$ cat src/rtl/lsu_pkg.sv
// ============================================================================
// lsu_pkg -- shared widths, funct3 codes, FSM state type and the alignment
// predicate used by the load/store unit.
//
// Contents:
//   INST_W / REG_W / REGADDR_W / MEMADDR_W : datapath widths
//   F3_*                                   : RV32I load/store funct3 codes
//   lsu_state_e                            : IDLE / WAIT
//   is_misaligned()                        : natural-alignment check per size
// ============================================================================
package lsu_pkg;

    localparam int INST_W    = 32;
    localparam int REG_W     = 32;
    localparam int REGADDR_W = 5;
    localparam int MEMADDR_W = 32;

    // Load funct3 codes
    localparam logic [2:0] F3_LB  = 3'b000;
    localparam logic [2:0] F3_LH  = 3'b001;
    localparam logic [2:0] F3_LW  = 3'b010;
    localparam logic [2:0] F3_LBU = 3'b100;
    localparam logic [2:0] F3_LHU = 3'b101;

    // Store funct3 codes
    localparam logic [2:0] F3_SB  = 3'b000;
    localparam logic [2:0] F3_SH  = 3'b001;
    localparam logic [2:0] F3_SW  = 3'b010;

    typedef enum logic [0:0] {
        ST_IDLE = 1'b0,
        ST_WAIT = 1'b1
    } lsu_state_e;

    // Halfwords need an even address, words a 4-byte aligned one; unknown
    // funct3 codes are treated as word accesses.
    function automatic logic is_misaligned(input logic       is_store,
                                           input logic [2:0] funct3,
                                           input logic [1:0] off);
        logic mis;
        mis = 1'b0;
        if (is_store) begin
            case (funct3)
                F3_SB:   mis = 1'b0;
                F3_SH:   mis = off[0];
                default: mis = (off != 2'b00);
            endcase
        end else begin
            case (funct3)
                F3_LB, F3_LBU: mis = 1'b0;
                F3_LH, F3_LHU: mis = off[0];
                default:       mis = (off != 2'b00);
            endcase
        end
        return mis;
    endfunction

endpackage

$ cat src/rtl/lsu_align.sv
// ============================================================================
// lsu_align -- purely combinational lane logic for the LSU.
//
// Ports:
//   st_funct3 / st_off / st_data : store size, byte offset, rs2 value
//   st_be / st_wdata             : byte enables and lane-replicated write data
//   ld_funct3 / ld_off / ld_rdata: load size, byte offset, raw bus word
//   ld_data                      : extracted and sign/zero-extended result
// ============================================================================
module lsu_align
    import lsu_pkg::*;
(
    input  logic [2:0]       st_funct3,
    input  logic [1:0]       st_off,
    input  logic [REG_W-1:0] st_data,
    output logic [3:0]       st_be,
    output logic [REG_W-1:0] st_wdata,
    input  logic [2:0]       ld_funct3,
    input  logic [1:0]       ld_off,
    input  logic [REG_W-1:0] ld_rdata,
    output logic [REG_W-1:0] ld_data
);

    logic [7:0]  byte_s;
    logic [15:0] half_s;

    // Store lane replication and byte enables; the bus picks lanes via st_be
    always_comb begin
        st_be    = 4'b1111;
        st_wdata = st_data;
        case (st_funct3)
            F3_SB: begin
                st_wdata = {4{st_data[7:0]}};
                st_be    = 4'b0001 << st_off;
            end
            F3_SH: begin
                st_wdata = {2{st_data[15:0]}};
                st_be    = st_off[1] ? 4'b1100 : 4'b0011;
            end
            default: begin
                st_wdata = st_data;
                st_be    = 4'b1111;
            end
        endcase
    end

    // Load lane select and extension; halfword lane follows addr[1] only
    always_comb begin
        byte_s = 8'h00;
        case (ld_off)
            2'b00:   byte_s = ld_rdata[7:0];
            2'b01:   byte_s = ld_rdata[15:8];
            2'b10:   byte_s = ld_rdata[23:16];
            2'b11:   byte_s = ld_rdata[31:24];
            default: byte_s = ld_rdata[7:0];
        endcase
        half_s = ld_off[1] ? ld_rdata[31:16] : ld_rdata[15:0];
        case (ld_funct3)
            F3_LB:   ld_data = {{24{byte_s[7]}}, byte_s};
            F3_LBU:  ld_data = {24'h000000, byte_s};
            F3_LH:   ld_data = {{16{half_s[15]}}, half_s};
            F3_LHU:  ld_data = {16'h0000, half_s};
            default: ld_data = ld_rdata;
        endcase
    end

endmodule

$ cat src/rtl/lsu.sv
// ============================================================================
// lsu -- load/store unit between ex and wb with a single-outstanding data bus.
//
// Optional feature: define LSU_MISALIGN_CHK_EN to reject misaligned halfword
// and word accesses without touching the bus (misalign_o pulse). Undefined,
// misalign_o stays 0 and the low offset bits are simply ignored.
//
// Ports:
//   clk, rst                       : clock, synchronous active-high reset
//   inst_i                         : instruction from ex (funct3 = [14:12])
//   reg_w_ena_i/addr_i/data_i      : writeback request and ALU result from ex
//   ram_r_ena_i/ram_r_addr_i       : load request
//   ram_w_ena_i/addr_i/data_i      : store request (store wins if both set)
//   bus_req_o/we_o/addr_o/be_o/wdata_o : data-bus request, held while waiting
//   bus_ack_i/bus_rdata_i          : bus completion and read data
//   stall_o                        : hold upstream stages (combinational)
//   reg_w_ena_o/addr_o/data_o      : registered writeback to wb
//   err_o/misalign_o               : one-cycle timeout / misalignment pulses
// ============================================================================
module lsu
    import lsu_pkg::*;
#(
    parameter int TIMEOUT = 255
) (
    input  logic                 clk,
    input  logic                 rst,
    input  logic [INST_W-1:0]    inst_i,
    input  logic                 reg_w_ena_i,
    input  logic [REGADDR_W-1:0] reg_w_addr_i,
    input  logic [REG_W-1:0]     reg_w_data_i,
    input  logic                 ram_r_ena_i,
    input  logic [MEMADDR_W-1:0] ram_r_addr_i,
    input  logic                 ram_w_ena_i,
    input  logic [MEMADDR_W-1:0] ram_w_addr_i,
    input  logic [REG_W-1:0]     ram_w_data_i,
    output logic                 bus_req_o,
    output logic                 bus_we_o,
    output logic [MEMADDR_W-1:0] bus_addr_o,
    output logic [3:0]           bus_be_o,
    output logic [REG_W-1:0]     bus_wdata_o,
    input  logic                 bus_ack_i,
    input  logic [REG_W-1:0]     bus_rdata_i,
    output logic                 stall_o,
    output logic                 reg_w_ena_o,
    output logic [REGADDR_W-1:0] reg_w_addr_o,
    output logic [REG_W-1:0]     reg_w_data_o,
    output logic                 err_o,
    output logic                 misalign_o
);

    // Timeout fires on the no-ack WAIT cycle that brings the count to TIMEOUT
    localparam logic [7:0] TIMEOUT_M1 = 8'(TIMEOUT - 1);

    lsu_state_e           state_r;
    logic [7:0]           cnt_r;
    logic                 lat_store_r;
    logic [2:0]           lat_f3_r;
    logic [1:0]           lat_off_r;
    logic [REGADDR_W-1:0] lat_rd_addr_r;
    logic                 lat_rd_ena_r;

    logic                 mem_op_s;
    logic [MEMADDR_W-1:0] op_addr_s;
    logic [2:0]           op_f3_s;
    logic                 misalign_s;
    logic                 timeout_s;
    logic [3:0]           al_be_s;
    logic [REG_W-1:0]     al_wdata_s;
    logic [REG_W-1:0]     al_ld_data_s;
    logic                 unused_inst_s;

    assign mem_op_s      = ram_w_ena_i | ram_r_ena_i;
    assign op_addr_s     = ram_w_ena_i ? ram_w_addr_i : ram_r_addr_i;
    assign op_f3_s       = inst_i[14:12];
    assign unused_inst_s = ^{inst_i[31:15], inst_i[11:0]};

    lsu_align u_align (
        .st_funct3 (op_f3_s),
        .st_off    (op_addr_s[1:0]),
        .st_data   (ram_w_data_i),
        .st_be     (al_be_s),
        .st_wdata  (al_wdata_s),
        .ld_funct3 (lat_f3_r),
        .ld_off    (lat_off_r),
        .ld_rdata  (bus_rdata_i),
        .ld_data   (al_ld_data_s)
    );

    // Misaligned-access detection for the op presented in IDLE
    always_comb begin
`ifdef LSU_MISALIGN_CHK_EN
        misalign_s = mem_op_s & is_misaligned(ram_w_ena_i, op_f3_s, op_addr_s[1:0]);
`else
        misalign_s = 1'b0;
`endif
    end

    // Bus-wait timeout condition; an ack in the same cycle takes precedence
    always_comb begin
        if ((state_r == ST_WAIT) && !bus_ack_i && (cnt_r == TIMEOUT_M1)) begin
            timeout_s = 1'b1;
        end else begin
            timeout_s = 1'b0;
        end
    end

    // Stall: raised as soon as a bus op is seen, dropped in the completing cycle
    always_comb begin
        stall_o = 1'b0;
        case (state_r)
            ST_IDLE: stall_o = mem_op_s & ~misalign_s;
            ST_WAIT: stall_o = ~bus_ack_i & ~timeout_s;
            default: stall_o = 1'b0;
        endcase
    end

    // FSM, timeout counter, latched op fields and all registered outputs
    always_ff @(posedge clk) begin
        if (rst) begin
            state_r       <= ST_IDLE;
            cnt_r         <= 8'd0;
            lat_store_r   <= 1'b0;
            lat_f3_r      <= 3'd0;
            lat_off_r     <= 2'd0;
            lat_rd_addr_r <= 5'd0;
            lat_rd_ena_r  <= 1'b0;
            bus_req_o     <= 1'b0;
            bus_we_o      <= 1'b0;
            bus_addr_o    <= 32'd0;
            bus_be_o      <= 4'd0;
            bus_wdata_o   <= 32'd0;
            reg_w_ena_o   <= 1'b0;
            reg_w_addr_o  <= 5'd0;
            reg_w_data_o  <= 32'd0;
            err_o         <= 1'b0;
            misalign_o    <= 1'b0;
        end else begin
            err_o      <= 1'b0;
            misalign_o <= 1'b0;
            case (state_r)
                ST_IDLE: begin
                    if (mem_op_s && misalign_s) begin
                        reg_w_ena_o  <= 1'b0;
                        reg_w_addr_o <= 5'd0;
                        reg_w_data_o <= 32'd0;
                        misalign_o   <= 1'b1;
                    end else if (mem_op_s) begin
                        state_r       <= ST_WAIT;
                        cnt_r         <= 8'd0;
                        lat_store_r   <= ram_w_ena_i;
                        lat_f3_r      <= op_f3_s;
                        lat_off_r     <= op_addr_s[1:0];
                        lat_rd_addr_r <= reg_w_addr_i;
                        lat_rd_ena_r  <= reg_w_ena_i;
                        bus_req_o     <= 1'b1;
                        bus_we_o      <= ram_w_ena_i;
                        bus_addr_o    <= {op_addr_s[31:2], 2'b00};
                        bus_be_o      <= ram_w_ena_i ? al_be_s : 4'b1111;
                        bus_wdata_o   <= ram_w_ena_i ? al_wdata_s : 32'd0;
                        reg_w_ena_o   <= 1'b0;
                        reg_w_addr_o  <= 5'd0;
                        reg_w_data_o  <= 32'd0;
                    end else begin
                        reg_w_ena_o  <= reg_w_ena_i;
                        reg_w_addr_o <= reg_w_addr_i;
                        reg_w_data_o <= reg_w_data_i;
                    end
                end
                ST_WAIT: begin
                    if (bus_ack_i || timeout_s) begin
                        state_r      <= ST_IDLE;
                        bus_req_o    <= 1'b0;
                        bus_we_o     <= 1'b0;
                        bus_addr_o   <= 32'd0;
                        bus_be_o     <= 4'd0;
                        bus_wdata_o  <= 32'd0;
                        reg_w_addr_o <= lat_rd_addr_r;
                        if (bus_ack_i && !lat_store_r) begin
                            reg_w_ena_o  <= lat_rd_ena_r;
                            reg_w_data_o <= al_ld_data_s;
                        end else begin
                            reg_w_ena_o  <= 1'b0;
                            reg_w_data_o <= 32'd0;
                        end
                        err_o <= timeout_s;
                    end else begin
                        cnt_r       <= (cnt_r == 8'hFF) ? 8'hFF : cnt_r + 8'd1;
                        reg_w_ena_o <= 1'b0;
                    end
                end
                default: begin
                    state_r   <= ST_IDLE;
                    bus_req_o <= 1'b0;
                end
            endcase
        end
    end

endmodule

$ cat config.mk
export PLATFORM = sky130hd
export DESIGN_NAME = lsu
export DESIGN_NICKNAME = d
export VERILOG_FILES = /design/src/rtl/lsu_pkg.sv /design/src/rtl/lsu_align.sv /design/src/rtl/lsu.sv
export SDC_FILE = /design/constraint.sdc
export NUM_CORES = 1
export LEC_CHECK = 0
export BUFFER_PORTS_ARGS = -buffer_cell sky130_fd_sc_hd__buf_2
export CAP_MARGIN = 15
export CORE_MARGIN = 5
export CORE_UTILIZATION = 25
export CTS_BUF_LIST = sky130_fd_sc_hd__clkbuf_16
export DETAILED_ROUTE_END_ITERATION = 12
export PLACE_DENSITY_LB_ADDON = 0.15
export SLEW_MARGIN = 20
export SYNTH_ARGS = -nofsm -noshare
export SYNTH_HDL_FRONTEND = slang
export SYNTH_SLANG_ARGS = --single-unit
$ cat constraint.sdc
create_clock -name clk -period 3.3 [get_ports clk]
set_input_delay 0.495 -clock clk [delete_from_list [all_inputs] [get_ports clk]]
set_output_delay 0.495 -clock clk [all_outputs]
set_load 0.02 [all_outputs]
# Yosys cells after proc, flatten, opt, wreduce, memory -nomap -nowiden

Cells that the tools add are included.

Divide/modulo/power cells: 0
Bitwise operators: 6
Shift-type cells: 1
Multipliers: 0
Add/sub/neg operators: 1
Magnitude comparators: 0
Multiplexer cells: 42
Reductions and logical operators: 13
Eq/ne operators: 12

Operators by type and width:

| operator                                                          | count |
|---|---|
| 32-bit two-way mux                                                | 8 |
| 32-bit one-hot mux with 2 select lines                            | 4 |
| 32-bit one-hot mux with 4 select lines                            | 1 |
| 8-bit one-hot mux with 4 select lines                             | 1 |
| 8-bit two-way mux                                                 | 3 |
| 8-bit == test, second input constant                              | 2 |
| 16-bit two-way mux                                                | 1 |
| 4-bit two-way mux                                                 | 4 |
| 4-bit one-hot mux with 2 select lines                             | 2 |
| 8-bit one-hot mux with 2 select lines                             | 1 |
| 5-bit two-way mux                                                 | 2 |
| 1-bit one-hot mux with 2 select lines                             | 5 |
| 5-bit one-hot mux with 2 select lines                             | 1 |
| 1-bit two-way mux                                                 | 9 |
| 8-bit by 1-bit adder with 8-bit output, second input constant     | 1 |
| 3-bit by 1-bit == test with 1-bit output, second input constant   | 2 |
| 3-bit == test, second input constant                              | 2 |
| 3-bit zero test                                                   | 2 |
| 2-bit AND reduction                                               | 3 |
| 2-bit == test, second input constant                              | 2 |
| 2-bit inequality test, second input constant                      | 2 |
| 1-bit inverter                                                    | 4 |
| 1-bit by 2-bit left shift with 4-bit output, first input constant | 1 |
| 1-bit logical AND                                                 | 3 |
| 8 further kinds                                                   | 9 |

Bits in latches: 0
Register bits after elaboration: 130
Output and inout port bits: 111
Bits in read-only memories: 0
Input port bits: 203
Memory bits (writable): 0
Memories: 0
Logic and storage cells: 91

# Longest topological paths before layout

Word-level depth: 7
Gate-level depth with buffers: 8
Depth with buffers taken out: 6

# Cells and area by module

From an unflattened synthesis, not the netlist that was laid out.

Cells, all modules: 616
Area, all modules: 6185.9 sq um

By module, submodules not included:

| module    | times used | seq. area each (sq um) | area an instance (sq um) | cells each |
|---|---|---|---|---|
| lsu       | 1          | 2562.5                 | 5022.3                   | 456 |
| lsu_align | 1          | 0.0                    | 1163.6                   | 160 |

# Worst setup path after synthesis

No wires, ideal clock.

Kind: register to output
Start: reg cnt_r[1]
End: out stall_o
Data required time: 2.805 ns
Data arrival time: 1.456 ns
Stages on the path, launching flop included: 6
Path slack: 1.349 ns
Path buffers: 1
Cells stage by stage: dfxtp_1 ha_1 inv_1 o31ai_4 buf_2 nand2_1

Cells in the longest elaborated chain, start to end: 6

RTL lines:

| what                                  | RTL line   | RTL |
|---|---|---|
| start, declared                       | lsu.sv:55  | `logic [7:0] cnt_r;` |
| start signal, assigned                | lsu.sv:187 | `cnt_r <= (cnt_r == 8'hFF) ? 8'hFF : cnt_r + 8'd1;` |
| 8-bit == test                         | lsu.sv:100 | `if ((state_r == ST_WAIT) && !bus_ack_i && (cnt_r == TIMEOUT_M1)) begin` |
| 1-bit logical AND                     | lsu.sv:100 |  |
| 1-bit two-way mux                     | lsu.sv:100 |  |
| 1-bit inverter                        | lsu.sv:112 | `ST_WAIT: stall_o = ~bus_ack_i & ~timeout_s;` |
| 1-bit AND                             | lsu.sv:112 |  |
| 1-bit one-hot mux with 2 select lines | lsu.sv:110 | `case (state_r)` |
| end, declared                         | lsu.sv:43  | `output logic stall_o,` |

No other way between the ends.

# Final worst setup path

Ends and elaborated chain as after synthesis.

==> reports/metrics.yaml <==
timing:
  final-hold-violation-count: 0
  finalCriticalPeriod_ns: 2.577
  max_slew.worst_pin.slew_ns: 1.053
  report.final.slew_viol_count: 0
  fin_setup_tns_ns: 0
  timing.final.crit_share: 0.7808
  max_freq_mhz: 388.1
  clock_skew_ns: 0.01441
  maxSlewHeadroom: 0.2962
  finalSetupViolations: 0
  rsz0062_at_grt: "false"
cts:
  ctsLongestPathBuffers: 2
  htree_levels: 4
  postCtsSetupRepairBufs: 0
  clock_latency_ns: 0.42
  post_cts_resized: 0
  cts_root_buf: "clkbuf_16"
  cts.sinks: 128
  ctsHoldBuffers: 0
  cts_tree: "yes"
  clk_pin_slew_worst_paths_ns: 0.07
  numCtsBuffers: 17
power:
  p_per_area_mw_per_mm2: 541.6
  power.total_mw: 4.512
  irDropWorstVdd_v: 0.0001936
  p_leak_nw: 3.645
synthesis:
  yosysWarnings: 0
  yosys.area.top_type: "dfxtp_1"
  synth_async_sr_flop_share: 0
  synth_area_per_cell_um2: 9.382
  synth_common_cells: "dfxtp_1 (128), mux2i_1 (65), o2bb2ai_1 (54), a21oi_1 (44), nand2_1 (39)"
  synth_area_leaders: "dfxtp_1 (42%), mux2i_1 (11%), o2bb2ai_1 (7.8%)"
  synth-seq-area-share: 0.4215
  synth_most_common_cell: "dfxtp_1"
  netlist_area_mm2: 0.006080
  synth_flop_cell: "dfxtp_1"
  synth_edf_count: 0
  synth-seq-cells: 128
  synth_top_area_frac: 0.4215
  synth_cells: 648
  synth_cell_type_count: 55
finish:
  drive_above_1_share: 0.3734
  nets: 1108
  fill_cells: 2600
  layout-area-overhead-vs-synth_pct: 37.02
outcome:
  status: "finished, final reports clean"
place:
  port_buffers: 281
  gp_congestion: 0.7678
  dp_hpwl_mm: 17.01
drt:
  vias: 5958
  routedWlPerCell_um: 18.64
  ant_nets: 0
  via_per_inst: 4.801
  first_iter_violations: 282
  drc: 0
  detail_route.first_pass.iterations: 4
  wirelength_mm: 23.13
floorplanning:
  num_io_pins: 314
  rows: 57
  coreArea_mm2: 0.02411
  die_w_um: 165.9
  dieHeight_um: 165.9
  dieArea_mm2: 0.02754
  start_util: 0.2522
worst_setup_path:
  arrival_ns: 2.08
  crit-reg2reg-capture: "bus_addr_o[13]$_SDFFE_PP0P_"
  crit_fanout: 7
  r2r_start: "cnt_r[0]$_SDFFE_PP0P_"
  rr_worst_depth: 7
  critPathKind: "reg2out"
  start_kind: "flop"
  cp.required_ns: 2.80
  critPathLaunch: "cnt_r[1]$_SDFFE_PP0P_"
  r2r_slack_ns: 0.94
  end_kind: "output port"
  endpoint: "stall_o"
grt:
  grt_overflow: 0
  use_met1: 0.2050
  gr-usage-all-layers: 0.1633
  top_usage_layer: "met2"
  grt_pass1_wl_mm: 36.13
  grt_pass1_vias: 6236
  antenna_found_initial: 2
  met2_usage: 0.2672
  use_met3: 0.05642
  grt_max_degree: 70
min_path:
  holdCritPathClass: "in2reg"
job:
  cap_violations: 0
## through the flow
step | cell area (um^2) | setup slack [ns] | instances | utilization | hold WS (ns)
after floorplan | 6087 | 1.349 | 650 | - | 0.4360
after global placement | 7679 | 0.5258 | 1206 | 0.3185 | 0.4297
after detailed placement | 7706 | 0.5305 | 1207 | 0.3197 | 0.4339
after CTS | 8314 | 0.07551 | 1239 | 0.3449 | 0.3109
after global routing | 8328 | 0.6038 | 1240 | 0.3455 | 0.3122
final | 8330 | 0.7232 | 1241 | 0.3456 | 0.3327
## critical path: stages (launching register included)
cell     delay, ns
dfxtp_1       0.43
ha_1          0.31
inv_1         0.14
o31ai_4       0.45
nand2_1       0.14
buf_2         0.19
## kinds of logic after synthesis
group                      synth area share
muxes                                0.1107
adders and majority gates          0.004115
other                             0.0006168
AOI/OAI and AO/OA                    0.2916
buffers and inverters               0.06380
DFF                                  0.4215
and+or+nand+nor                      0.1076
## placed cells by master, fill, tap and decap left out, types with 4 or more instances in the layout
cell type and n:
a31oi_1 14, a22oi_1 18, nand2b_1 12, nor2b_1 4
buf_4 10, inv_1 16, o21ai_0 19, o2bb2ai_1 54
and3_1 4, a32oi_1 5, a211oi_1 23, nand3_1 18
clkbuf_16 17, nor3_1 6, o2111ai_1 4, inv_6 4
nor2_1 32, a21oi_1 44, mux2i_1 65, a22o_1 12
buf_2 281, o211ai_1 11, dfxtp_1 128, o22ai_1 13
nand2_1 39, nor3b_1 4
## power breakdown
group	switching (mW)	internal, mW
Clock	0.790	1.20
Sequential	0.0598	1.65
Combinational	0.502	0.308
## per-layer routing
metal / up-vias / wire length (um)
li1: 2955 / -
met1: 2747 / 10160
met2: 232 / 10730
met3: 20 / 1934
met4: 4 / 282
met5: - / 27
## final cells by class
type                       instances  area, um^2  share of cell area
inverter                          16       60.06            0.007209
sequential                       128        2562              0.3076
multi-input combinational        446        3152              0.3783
tap                              324       405.4             0.04866
antenna                            1       2.502           0.0003004
clock buffer                      17       425.4             0.05107
clock inverter                    15       182.7             0.02193
timing repair buffer             294        1540              0.1849
## how the worst min path moves through the flow
stage / start / endpoint / slack [ns] / cells past startpoint
2_1_floorplan: lat_rd_ena_r$_SDFFE_PP0P_ / lat_rd_ena_r$_SDFFE_PP0P_ / 0.44 / 2
3_3_place_gp: bus_we_o$_SDFFE_PP0P_ / bus_we_o$_SDFFE_PP0P_ / 0.43 / 1
3_5_place_dp: bus_we_o$_SDFFE_PP0P_ / bus_we_o$_SDFFE_PP0P_ / 0.43 / 1
4_1_cts: reg_w_addr_i[0] / lat_rd_addr_r[0]$_SDFFE_PP0P_ / 0.31 / 3
5_1_grt: reg_w_addr_i[0] / lat_rd_addr_r[0]$_SDFFE_PP0P_ / 0.31 / 3
6_report: ram_w_data_i[2] / bus_wdata_o[2]$_SDFFE_PP0P_ / 0.33 / 2
## registers in the layout (all words and copies together), names as in the netlist
signal	flops
reg_w_ena_o	1
lat_off_r	2
err_o	1
lat_rd_ena_r	1
bus_addr_o	30
bus_wdata_o	32
bus_req_o	1
state_r	1
reg_w_data_o	32
cnt_r	8
lat_f3_r	3
lat_rd_addr_r	5
lat_store_r	1
reg_w_addr_o	5
bus_be_o	4
bus_we_o	1
(Power assumes the default switching activity.)
